==> config.mk <==
export PLATFORM = sky130hd
export DESIGN_NAME = mac_rr_arbiter_flat
export DESIGN_NICKNAME = d
export VERILOG_FILES = /design/src/rtl/mac_rr_arbiter_if.sv /design/src/rtl/mac_rr_arbiter.sv /design/src/flat_wrapper.sv
export SDC_FILE = /design/constraint.sdc
export NUM_CORES = 1
export LEC_CHECK = 0
export CORE_UTILIZATION = 40
export CTS_CLUSTER_SIZE = 24
export DETAILED_ROUTE_END_ITERATION = 8
export PLACE_DENSITY = 0.86
export SLEW_MARGIN = 25
export SYNTH_ARGS = -nofsm -noshare
export SYNTH_HDL_FRONTEND = slang
export SYNTH_SLANG_ARGS = --single-unit
==> constraint.sdc <==
create_clock -name clc -period 3.76 [get_ports clc]
set_input_delay 1.128 -clock clc [delete_from_list [all_inputs] [get_ports clc]]
set_output_delay 1.128 -clock clc [all_outputs]
set_load 0.01 [all_outputs]
==> src/rtl/mac_rr_arbiter_if.sv <==
// Bundle of the requester handshake, datapath operand/result bus and the
// result/status outputs shared between the arbiter and its environment.
interface mac_rr_arbiter_if #(
  parameter int SIZE    = 8,
  parameter int OUTSIZE = 16,
  parameter int NREQ    = 4
);
  localparam int IDW = (NREQ > 1) ? $clog2(NREQ) : 1;

  logic [NREQ-1:0]      req_valid;
  logic [NREQ-1:0]      req_ready;
  logic [NREQ-1:0]      req_mask;
  logic [NREQ*SIZE-1:0] req_a;
  logic [NREQ*SIZE-1:0] req_b;
  logic [NREQ*SIZE-1:0] req_c;
  logic [SIZE-1:0]      mac_a;
  logic [SIZE-1:0]      mac_b;
  logic [SIZE-1:0]      mac_c;
  logic [OUTSIZE-1:0]   mac_data;
  logic                 res_valid;
  logic [IDW-1:0]       res_id;
  logic [OUTSIZE-1:0]   res_data;
  logic                 busy;

  // Arbiter side
  modport slave (
    input  req_valid, req_mask, req_a, req_b, req_c, mac_data,
    output req_ready, mac_a, mac_b, mac_c, res_valid, res_id, res_data, busy
  );

  // Clients plus datapath side
  modport master (
    output req_valid, req_mask, req_a, req_b, req_c, mac_data,
    input  req_ready, mac_a, mac_b, mac_c, res_valid, res_id, res_data, busy
  );
endinterface

==> src/rtl/mac_rr_arbiter.sv <==
// Round-robin arbiter that shares one fixed-latency multiply-add datapath
// among NREQ requesters. A tag delay line matched to the datapath latency
// lets each result be returned with the id of the requester that issued it.
module mac_rr_arbiter #(
  parameter int SIZE    = 8,
  parameter int OUTSIZE = 16,
  parameter int NREQ    = 4,
  parameter int LAT     = 2
) (
  input logic            clc,
  input logic            rst,
  mac_rr_arbiter_if.slave bus
);
  localparam int             IDW      = (NREQ > 1) ? $clog2(NREQ) : 1;
  localparam logic [IDW-1:0] LAST_IDX = IDW'(NREQ - 1);

  logic [NREQ-1:0]    elig;
  logic [NREQ-1:0]    readyVec;
  logic               found;
  logic               accept;
  logic [IDW-1:0]     winner;
  logic [IDW-1:0]     cand;
  logic [IDW-1:0]     ptr_q, ptr_d;
  logic [SIZE-1:0]    macA_q, macA_d;
  logic [SIZE-1:0]    macB_q, macB_d;
  logic [SIZE-1:0]    macC_q, macC_d;
  logic [LAT:0]       tagValid_q;
  logic [IDW-1:0]     tagId_q [LAT+1];
  logic               resValid_q;
  logic [IDW-1:0]     resId_q;
  logic [OUTSIZE-1:0] resData_q;
  logic               busy_q, busy_d;

  // Walk the requesters starting just after the last winner, wrapping once; first eligible one wins
  always_comb begin
    elig   = bus.req_valid & bus.req_mask;
    found  = 1'b0;
    winner = '0;
    cand   = ptr_q;
    for (int k = 0; k < NREQ; k++) begin
      cand = (cand == LAST_IDX) ? '0 : cand + 1'b1;
      if (!found && elig[cand]) begin
        found  = 1'b1;
        winner = cand;
      end
    end
  end

  // Grant is suppressed while reset is held so no client sees a ready it cannot use
  always_comb begin
    accept   = found & rst;
    readyVec = '0;
    if (accept) readyVec[winner] = 1'b1;
  end

  // Operands and pointer move only on an accept; busy looks at the accept plus every live tag
  always_comb begin
    ptr_d  = ptr_q;
    macA_d = macA_q;
    macB_d = macB_q;
    macC_d = macC_q;
    if (accept) begin
      ptr_d  = winner;
      macA_d = bus.req_a[winner*SIZE +: SIZE];
      macB_d = bus.req_b[winner*SIZE +: SIZE];
      macC_d = bus.req_c[winner*SIZE +: SIZE];
    end
    busy_d = accept | (|tagValid_q);
  end

  // State registers, tag delay line and result capture; reset drops everything in flight
  always_ff @(posedge clc or negedge rst) begin
    if (!rst) begin
      ptr_q      <= '0;
      macA_q     <= '0;
      macB_q     <= '0;
      macC_q     <= '0;
      tagValid_q <= '0;
      for (int i = 0; i <= LAT; i++) tagId_q[i] <= '0;
      resValid_q <= 1'b0;
      resId_q    <= '0;
      resData_q  <= '0;
      busy_q     <= 1'b0;
    end else begin
      ptr_q         <= ptr_d;
      macA_q        <= macA_d;
      macB_q        <= macB_d;
      macC_q        <= macC_d;
      tagValid_q[0] <= accept;
      tagId_q[0]    <= winner;
      for (int i = 1; i <= LAT; i++) begin
        tagValid_q[i] <= tagValid_q[i-1];
        tagId_q[i]    <= tagId_q[i-1];
      end
      resValid_q <= tagValid_q[LAT];
      if (tagValid_q[LAT]) begin
        resId_q   <= tagId_q[LAT];
        resData_q <= bus.mac_data;
      end
      busy_q <= busy_d;
    end
  end

  assign bus.req_ready = readyVec;
  assign bus.mac_a     = macA_q;
  assign bus.mac_b     = macB_q;
  assign bus.mac_c     = macC_q;
  assign bus.res_valid = resValid_q;
  assign bus.res_id    = resId_q;
  assign bus.res_data  = resData_q;
  assign bus.busy      = busy_q;
endmodule

==> src/flat_wrapper.sv <==
// flat-port wrapper written by rule: the top's interface ports become plain ports
module mac_rr_arbiter_flat 
#(
  parameter int SIZE    = 8,
  parameter int OUTSIZE = 16,
  parameter int NREQ    = 4,
  parameter int LAT     = 2
)
  (clc, rst, bus_req_valid, bus_req_mask, bus_req_a, bus_req_b, bus_req_c, bus_mac_data, bus_req_ready, bus_mac_a, bus_mac_b, bus_mac_c, bus_res_valid, bus_res_id, bus_res_data, bus_busy);
  mac_rr_arbiter_if #(.SIZE(SIZE), .OUTSIZE(OUTSIZE), .NREQ(NREQ)) bus_i ();
  input logic clc;
  input logic rst;
  input wire logic [$bits(bus_i.req_valid)-1:0] bus_req_valid;
  input wire logic [$bits(bus_i.req_mask)-1:0] bus_req_mask;
  input wire logic [$bits(bus_i.req_a)-1:0] bus_req_a;
  input wire logic [$bits(bus_i.req_b)-1:0] bus_req_b;
  input wire logic [$bits(bus_i.req_c)-1:0] bus_req_c;
  input wire logic [$bits(bus_i.mac_data)-1:0] bus_mac_data;
  output wire logic [$bits(bus_i.req_ready)-1:0] bus_req_ready;
  output wire logic [$bits(bus_i.mac_a)-1:0] bus_mac_a;
  output wire logic [$bits(bus_i.mac_b)-1:0] bus_mac_b;
  output wire logic [$bits(bus_i.mac_c)-1:0] bus_mac_c;
  output wire logic [$bits(bus_i.res_valid)-1:0] bus_res_valid;
  output wire logic [$bits(bus_i.res_id)-1:0] bus_res_id;
  output wire logic [$bits(bus_i.res_data)-1:0] bus_res_data;
  output wire logic [$bits(bus_i.busy)-1:0] bus_busy;
  assign bus_i.req_valid = bus_req_valid;
  assign bus_i.req_mask = bus_req_mask;
  assign bus_i.req_a = bus_req_a;
  assign bus_i.req_b = bus_req_b;
  assign bus_i.req_c = bus_req_c;
  assign bus_i.mac_data = bus_mac_data;
  assign bus_req_ready = bus_i.req_ready;
  assign bus_mac_a = bus_i.mac_a;
  assign bus_mac_b = bus_i.mac_b;
  assign bus_mac_c = bus_i.mac_c;
  assign bus_res_valid = bus_i.res_valid;
  assign bus_res_id = bus_i.res_id;
  assign bus_res_data = bus_i.res_data;
  assign bus_busy = bus_i.busy;
  mac_rr_arbiter #(.SIZE(SIZE), .OUTSIZE(OUTSIZE), .NREQ(NREQ), .LAT(LAT)) u_core (.clc(clc), .rst(rst), .bus(bus_i));
endmodule
### Word level (Yosys, flattened, before mapping)

Cells that the tools add are included.

* add/subtract/negate cells: 4
* multiply operators: 0
* div/mod/pow operators: 0
* magnitude comparators: 6
* equality and inequality tests: 4
* shift operators: 3
* mux-type cells: 23
* bitwise operators: 3
* reductions and logical operators: 8

Operators with widths (count)
* indexed part select 32 x 6 -> 8 bit: 3
* 2-to-1 mux 2 bit: 8
* less-than comparator 2 x 3 -> 1 bit, second input constant: 5
* 2-to-1 mux 1 bit: 9
* adder 2 x 1 -> 2 bit, second input constant: 4
* binary-select mux 1 bit (select 2 bit): 4
* == test 2 bit, second input constant: 4
* bitwise AND 4 bit: 1
* logical AND 1 bit: 4
* 2-to-1 mux 4 bit: 1
* logical NOT 1 bit: 3
* OR reduction 3 bit: 1
* demux 1 bit (select 2 bit): 1
* >= comparator 2 x 1 -> 1 bit, second input constant: 1
* bitwise AND 1 bit: 1
* OR 1 bit: 1

* register bits after elaboration: 55
* bits in latches: 0
* bits in writable memories: 0
* bits in read-only memories: 0
* bits of input ports: 122
* output and inout bits: 48
* logic and storage cells: 63
* memories: 0

### Logic depth before layout (Yosys ltp)

Gate-level depths: netlist of run 1.

* word-level depth: 19
* mapped depth: 8
* depth with buffers taken out: 6

### Worst setup path before layout of run 1

No wires, ideal clock.

* path type: input-to-output
* start point: input port bus_req_valid[0]
* end point: output port bus_req_ready[0]
* arrival: 2116 ps
* data required time: 2632 ps
* setup slack: 516 ps
* stages on the path: 7
* path buffers: 2
* cell sequence: nand2_1 -> o2111ai_1 -> a31oi_1 -> nand2b_1 -> buf_4 -> buf_4 -> nor2_1

* word-level cells in the longest chain between the ends: 18
* elaborated cells between the ends (all ways): 30
* classes of those cells: 2 x order compare; 19 x mux; 2 x bitwise; 7 x reduce/logical

RTL lines
* from (decl): RTL line flat_wrapper.sv:13 `input wire logic [$bits(bus_i.req_valid)-1:0] bus_req_valid;`
* bitwise AND 4 bit *: RTL line mac_rr_arbiter.sv:36 `elig = bus.req_valid & bus.req_mask;`
* binary-select mux 1 bit (select 2 bit): RTL line mac_rr_arbiter.sv:42 `if (!found && elig[cand]) begin`
* 2-to-1 mux 1 bit (implied by the code): RTL line mac_rr_arbiter.sv:42
* 2-to-1 mux 1 bit: RTL line mac_rr_arbiter.sv:42
* logical NOT 1 bit: RTL line mac_rr_arbiter.sv:42
* logical AND 1 bit: RTL line mac_rr_arbiter.sv:42
* 2-to-1 mux 1 bit: RTL line mac_rr_arbiter.sv:42
* logical NOT 1 bit: RTL line mac_rr_arbiter.sv:42
* [... 3 more ...]
* logical AND 1 bit: RTL line mac_rr_arbiter.sv:42
* 2-to-1 mux 2 bit *: RTL line mac_rr_arbiter.sv:42
* via u_core.winner[1]: RTL line mac_rr_arbiter.sv:21 `logic [IDW-1:0] winner;`
* less-than comparator 2 x 3 -> 1 bit (implied by the code) / >= comparator 2 x 1 -> 1 bit (equally long branches): RTL line mac_rr_arbiter.sv:53 `if (accept) readyVec[winner] = 1'b1;`
* logical AND 1 bit (implied by the code): RTL line mac_rr_arbiter.sv:53
* 2-to-1 mux 1 bit (implied by the code): RTL line mac_rr_arbiter.sv:53
* demux 1 bit (select 2 bit) *
* 2-to-1 mux 4 bit *: RTL line mac_rr_arbiter.sv:53
* to (decl): RTL line flat_wrapper.sv:19 `output wire logic [$bits(bus_i.req_ready)-1:0] bus_req_ready;`

The timed path passes the listed nets; every way through them passes the cells marked *. The select of a mux whose other input is x is not followed.

### Worst setup path after layout of run 1

* start point: input port bus_req_mask[2]
* end point: output port bus_req_ready[2]

* word-level cells in the longest chain between the ends: 18
* elaborated cells between the ends (all ways): 30
* classes of those cells: 2 x order compare; 19 x mux; 2 x bitwise; 7 x reduce/logical

RTL lines
* from (decl): RTL line flat_wrapper.sv:14 `input wire logic [$bits(bus_i.req_mask)-1:0] bus_req_mask;`
* bitwise AND 4 bit *: RTL line mac_rr_arbiter.sv:36
* binary-select mux 1 bit (select 2 bit): RTL line mac_rr_arbiter.sv:42
* 2-to-1 mux 1 bit (implied by the code): RTL line mac_rr_arbiter.sv:42
* 2-to-1 mux 1 bit: RTL line mac_rr_arbiter.sv:42
* logical NOT 1 bit: RTL line mac_rr_arbiter.sv:42
* logical AND 1 bit: RTL line mac_rr_arbiter.sv:42
* 2-to-1 mux 1 bit: RTL line mac_rr_arbiter.sv:42
* logical NOT 1 bit: RTL line mac_rr_arbiter.sv:42
* [... 3 more ...]
* logical AND 1 bit: RTL line mac_rr_arbiter.sv:42
* 2-to-1 mux 2 bit *: RTL line mac_rr_arbiter.sv:42
* via u_core.winner[1]: RTL line mac_rr_arbiter.sv:21
* less-than comparator 2 x 3 -> 1 bit (implied by the code) / >= comparator 2 x 1 -> 1 bit (equally long branches): RTL line mac_rr_arbiter.sv:53
* logical AND 1 bit (implied by the code): RTL line mac_rr_arbiter.sv:53
* 2-to-1 mux 1 bit (implied by the code): RTL line mac_rr_arbiter.sv:53
* demux 1 bit (select 2 bit) *
* 2-to-1 mux 4 bit *: RTL line mac_rr_arbiter.sv:53

Marks and branches as above.

==> impl_metrics.csv, run 1 <==
group,metric,value,unit
setup_path,crit_buf_inv,3,
global_route,grt_pass1_wl,12200,µm
finish,seqCellArea,0.00138,mm²
setup_path,crit_type,"in -> out",
floorplanning,fp.dieH,84.8,µm
clock_tree,cts_tree,"built",
floorplanning,die_x,84.8,µm
setup_path,end_kind,"primary output",
logic_synthesis,synth_ff_type,"dfrtp_1",
clock_tree,cts_max_level,2,
logic_synthesis,synth_seq_area_share,50.2,%
power,powerDensity,461,mW/mm²
place,post-place-ws,-0.291,ns
logic_synthesis,syn_area_per_cell,12.7,µm²
min_path,hold_path.class,"reg -> reg",
setup_path,crit_arrival,2.57,ns
timing,finalHoldViolations,0,
clock_tree,cts_buffers,5,
global_route,grt_max_degree,56,
logic_synthesis,ys_top_cells_by_area,"dfrtp_1 50%, mux2i_1 18%, mux2_2 7.4%",
logic_synthesis,synth_edf_count,0,
logic_synthesis,synth.most_common_cell,"dfrtp_1",
setup_path,worstPathMaxFanout,4,
timing,min_period,3.69,ns
finish,postLayoutCoreUtil,70.7,%
logic_synthesis,async_flop_share,100,%
clock_tree,cts.sinks,55,
route,drc,11,
logic_synthesis,syn_inst,216,
global_route,grtUsageTotal,21.7,%
floorplanning,dieArea,0.00719,mm²
clock_tree,clockBufferDepth,2,
clock_tree,cts_root_buf,"clkbuf_8",
power,power_leakage,0.00209,µW
place,port_buffers,169,
power,irDropWorstVdd,0.000241,V
clock_tree,clk-insertion-delay-late,0.30,ns
logic_synthesis,synth_area,0.00274,mm²
job,cap_violations,0,
route,via_per_inst,5.18,
timing,clock.fmax,0.271,GHz
place,place.gp.congestion,0.825,
run_status,status,"complete, but fails checks",
setup_path,required,2.63,ns
global_route,grt_pass1_vias,2585,
timing,slew_headroom,49.5,%
logic_synthesis,synth_top_area_cell,"dfrtp_1",
setup_path,cp_cell_sequence,"clkdlybuf4s50_1 > o211ai_2 > a31oi_2 > buf_4 > nand2_2 > nor2_1 > clkdlybuf4s15_2",
timing,worstMarginPinSlew,0.758,ns
place,dp_hpwl,5790,µm
logic_synthesis,synth_top_area_share,50.2,%
finish,drive_above_1_share,16.6,%
logic_synthesis,yosys_warnings,0,
finish,multi_input_area,0.00125,mm²
floorplanning,start_util,42.2,%
finish,area.growth.synth_to_final,67.4,%
timing,setup_ws,0.0661,ns
setup_path,start_kind,"primary input",
route,ant_nets,0,
route,wl_per_cell,16.2,µm
finish,fin_cells,468,
clock_tree,ctsHoldBuffers,0,
timing,slew_violations,0,
floorplanning,io_pins,170,
setup_path,crit_family,"buffers and inverters",
logic_synthesis,synthTopCellsByCount,"55 x dfrtp_1, 48 x mux2i_1, 33 x nand2_1",
route,wl,7570,µm
place,dp_cells,459,
timing,fin_crit_sh,98.2,%
logic_synthesis,synth_cell_types,28,
setup_path,cp_slowest_cell,"clkdlybuf4s50_1",
global_route,antenna_found_initial,0,
timing,finalSetupViolCount,0,
timing,fin_skew,0.00780,ns
logic_synthesis,syn-num-nets,339,
setup_path,slowest_delay,0.55,ns
finish,layout.nets,513,
floorplanning,core,0.00649,mm²
floorplanning,row_count,29,
route,dr.first_iter.drc_count,83,
finish,nFillCells,503,
route,first_pass_iters,6,
global_route,overflow,0,
route,dr_total_vias,2422,
finish,antennaDiodeCount,0,
logic_synthesis,ys_ff_latch,55,
run_status,violations,"DRC",
clock_tree,path_clk_slew,0.10,ns
power,p_total,2110,µW
layout make-up:
cell class / count / share of cell area [%]
clock buffers: 5 / 1.50
clock inverters: 3 / 0.436
inverters: 3 / 0.245
multi-input cells: 143 / 27.1
flip-flops and latches: 55 / 30.0
well taps: 77 / 2.10
repair buffers: 182 / 38.6
per-layer routing:
layer  vias to the layer above  wire, µm  global-route usage [%]
li1                       1143         -                       -
met1                      1151      2790                    22.8
met2                       114      4070                    41.5
met3                        14       565                    6.49
met4                         0       148                    6.78
met5                         -         0                       0
kinds of logic after synthesis:
kind of cell	share of synthesized area [%]
AND/OR/NAND/NOR	6.25
AO/OA/AOI/OAI	13.0
buffers and inverters	5.25
adder cells (fa/ha/maj)	0.456
flip-flops	50.2
multiplexers	24.9
state kept, by name (all words and copies together), names as in the netlist:
name and count:
u_core.bus.busy 1, u_core.bus.mac_a 8, u_core.bus.mac_b 8, u_core.bus.mac_c 8
u_core.bus.res_data 16, u_core.bus.res_id 2, u_core.bus.res_valid 1, u_core.ptr_q 2
u_core.tagId_q 6, u_core.tagValid_q 3
power breakdown:
group | total (µW) | internal, µW | switching, µW
Clock | 322 | 130 | 192
Combinational | 965 | 562 | 403
Sequential | 828 | 740 | 88.2
per-stage QoR:
step           TNS [ns]  area, µm²  hold slack [ns]
2_1_floorplan         0       2740            0.331
3_3_place_gp     -0.864       4480            0.333
3_5_place_dp      -1.10       4480            0.336
4_1_cts               0       4590            0.367
5_1_grt         -0.0314       4590            0.371
6_report              0       4590            0.364
worst paths after layout:
kind / from / end / slack, ns / depth (start not counted)
worst max-delay path: bus_req_mask[2] / bus_req_ready[2] / 0.07 / 7
worst min-delay path: u_core.tagId_q[3]$_DFF_PN0_ / u_core.tagId_q[1]$_DFF_PN0_ / 0.36 / 0
min in group asynchronous: rst / u_core.bus.res_data[5]$_DFFE_PN0P_ / 1.00 / 2
max in group asynchronous: rst / u_core.bus.mac_a[5]$_DFFE_PN0P_ / 2.31 / 2
worst min register to register: u_core.tagId_q[3]$_DFF_PN0_ / u_core.tagId_q[1]$_DFF_PN0_ / 0.36 / 0
worst max register to register: u_core.ptr_q[0]$_DFFE_PN0P_ / u_core.bus.mac_b[2]$_DFFE_PN0P_ / 1.31 / 8
worst reg2reg max path, cell delays in order (launching register included):
cell and delay [ns]:
dfrtp_1 0.45, ha_1 0.35, inv_1 0.08, o211ai_1 0.09
a22o_2 0.19, buf_4 0.14, buf_4 0.51, mux2i_1 0.38
o221ai_2 0.14
what timing repair did:
item / in CTS / in global routing
gates resized for setup: 10 / 8
buffers inserted: 1 / 0
setup endpoints to repair: 4 / 4
cloned: 0 / 0
pin swaps: 2 / 1
layout by cell type, fill, tap and decap left out, drive strengths merged, types with 2 or more instances in the layout:
cell type,n
mux2i,48
mux2,18
buf,15
clkdlybuf4s50,163
clkinvlp,2
and2,2
o21ai,2
nor2,4
nand2,34
inv,3
dfrtp,55
o211ai,4
o221ai,24
clkbuf,7
Note: power is estimated with default switching activity, not from simulation.
==> run 2: changes to the inputs <==
--- a/config.mk
+++ b/config.mk
@@ -9,6 +9,7 @@
 export CTS_CLUSTER_SIZE = 24
 export DETAILED_ROUTE_END_ITERATION = 8
 export PLACE_DENSITY = 0.86
+export SETUP_SLACK_MARGIN = 0.02
 export SLEW_MARGIN = 25
 export SYNTH_ARGS = -nofsm -noshare
 export SYNTH_HDL_FRONTEND = slang
==> run 2 against run 1 <==
  * First-iteration DRC count fell by 8.4%
  * Largest power group unchanged
  * Highest routed layer unchanged
  * Largest cell class unchanged
  * The flow still finishes with violations (DRC)
  * Critical path depth did not move
  * Power rose by 0.12%
==> impl_metrics.csv, run 2 (synthesized netlist as in run 1, its figures left out) <==
group,metric,value,unit
run_status,status,"complete, but fails checks",
run_status,violations,"DRC",
clock_tree,cts.sinks,55,
min_path,hold_path.class,"reg -> reg",
timing,slew_headroom,49.3,%
route,dr.first_iter.drc_count,76,
setup_path,rr_startpoint,"u_core.ptr_q[0]$_DFFE_PN0P_",
floorplanning,die_x,84.8,µm
finish,layout.nets,513,
floorplanning,io_pins,170,
route,via_per_inst,5.18,
power,pwr-share-comb,45.5,%
global_route,grt_max_degree,56,
setup_path,worstPathMaxFanout,5,
timing,fin_skew,0.00894,ns
finish,antennaDiodeCount,0,
power,powerDensity,462,mW/mm²
floorplanning,start_util,42.2,%
floorplanning,dieArea,0.00719,mm²
timing,min_period,3.63,ns
global_route,grt.met3_usage,6.49,%
setup_path,rr_worst_depth,8,
setup_path,start_kind,"primary input",
clock_tree,cts_root_buf,"clkbuf_8",
floorplanning,fp.dieH,84.8,µm
setup_path,required,2.63,ns
finish,final_common_cell,"clkdlybuf4s50_1",
global_route,gr-max-usage-layer,"met2",
clock_tree,ctsHoldBuffers,0,
clock_tree,cts_max_level,2,
setup_path,r2r_slack,1.30,ns
global_route,use_met2,41.5,%
min_path,hold_start,"u_core.tagId_q[3]$_DFF_PN0_",
timing,finalHoldViolations,0,
timing,fin_crit_sh,96.6,%
power,intPower,1430,µW
global_route,grt_pass1_vias,2585,
finish,design_area,0.00459,mm²
place,dp_hpwl,5790,µm
place,placed_area,0.00448,mm²
global_route,overflow,0,
place,place.gp.congestion,0.825,
setup_path,crit_arrival,2.51,ns
finish,mostFrequentLayoutCells,"162 x clkdlybuf4s50_1, 55 x dfrtp_1, 48 x mux2i_1",
power,power_switching,687,µW
setup_path,crit_path_end,"bus_req_ready[1]",
setup_path,r2r_end,"u_core.bus.mac_b[2]$_DFFE_PN0P_",
finish,area.growth.synth_to_final,67.2,%
clock_tree,path_clk_slew,0.10,ns
timing,worstMarginPinSlew,0.761,ns
place,port_buffers,169,
floorplanning,core,0.00649,mm²
timing,holdWs,0.365,ns
setup_path,crit_start,"bus_req_valid[1]",
clock_tree,clk-insertion-delay-late,0.31,ns
finish,largest_reg_flops,16,
timing,rsz0062_at_grt,"no",
global_route,grt_pass1_wl,12200,µm
power,irDropWorstVdd,0.000241,V
clock_tree,clockBufferDepth,2,
job,cap_violations,0,
finish,drive_above_1_share,16.9,%
clock_tree,cts_buffers,5,
setup_path,crit_type,"in -> out",
power,p_sw_share,32.4,%
route,ant_nets,0,
power,clockPowerShare,15.4,%
global_route,antenna_found_initial,0,
route,wl_per_cell,16.2,µm
route,wl,7560,µm
floorplanning,row_count,29,
route,dr_total_vias,2424,
route,drc,11,
global_route,grtUsageTotal,21.7,%
clock_tree,cts_tree,"built",
power,p_total,2120,µW
finish,nFillCells,506,
global_route,grtUsageMet1,22.8,%
setup_path,end_kind,"primary output",
route,first_pass_iters,5,
timing,finalSetupViolCount,0,
power,seq_power_share,39.1,%
timing,slew_violations,0,
power,power_leakage,0.00209,µW
timing,clock.fmax,0.275,GHz
==> run 2: final cells by class <==
class	instances	area, µm²	share of cell area, %
Sequential cell	55	1380	30.0
Clock buffer	5	68.8	1.50
Clock inverter	3	20.0	0.436
Tap cell	77	96.3	2.10
Timing Repair Buffer	182	1770	38.5
Multi-Input combinational cell	143	1250	27.2
Inverter	3	11.3	0.245
==> run 2: worst min path at each step <==
stage / slack, ns / depth (start not counted) / end
finish: 0.37 / 0 / u_core.tagId_q[1]$_DFF_PN0_
global route: 0.37 / 0 / u_core.tagId_q[1]$_DFF_PN0_
CTS: 0.37 / 0 / u_core.tagId_q[1]$_DFF_PN0_
detailed placement: 0.34 / 0 / u_core.tagId_q[1]$_DFF_PN0_
global placement: 0.33 / 0 / u_core.tagId_q[1]$_DFF_PN0_
floorplan: 0.33 / 0 / u_core.tagId_q[0]$_DFF_PN0_
==> run 2: worst max-delay path, stage by stage <==
cell and delay, ns:
clkdlybuf4s50_1 0.49, and2_1 0.14, o211ai_1 0.09, a22o_2 0.26, buf_4 0.16, nor2_1 0.10, clkbuf_2 0.13
==> run 2: metrics by stage <==
step | setup TNS (ns) | std cells | utilization (%) | setup slack [ns]
after global placement | -0.864 | 459 | 69.0 | -0.225
final | 0 | 468 | 70.6 | 0.126
after detailed placement | -1.10 | 459 | 69.0 | -0.291
after global routing | 0 | 468 | 70.6 | 0.0640
after floorplan | 0 | 216 | - | 0.516
after CTS | 0 | 468 | 70.6 | 0.0124
==> run 2: timing repair <==
action / in CTS / in global routing
gates resized for setup: 10 / 10
buffers inserted: 1 / 0
pin swaps: 2 / 1
endpoints found under the hold margin: 0 / 0
endpoints found under the setup margin: 4 / 4
==> run 2: layer usage <==
metal	vias to the layer above	wire length, µm
li1	1147	-
met1	1151	2850
met2	112	4010
met3	14	553
met4	0	147
met5	-	0
==> run 2: power groups by stage <==
stage | Clock, µW | Sequential [µW] | Combinational (µW)
final | 326 | 828 | 964
after global routing | 362 | 847 | 1030
after CTS | 332 | 829 | 973
after detailed placement | 0 | 836 | 967
after global placement | 0 | 832 | 941
after floorplan | 0 | 881 | 444
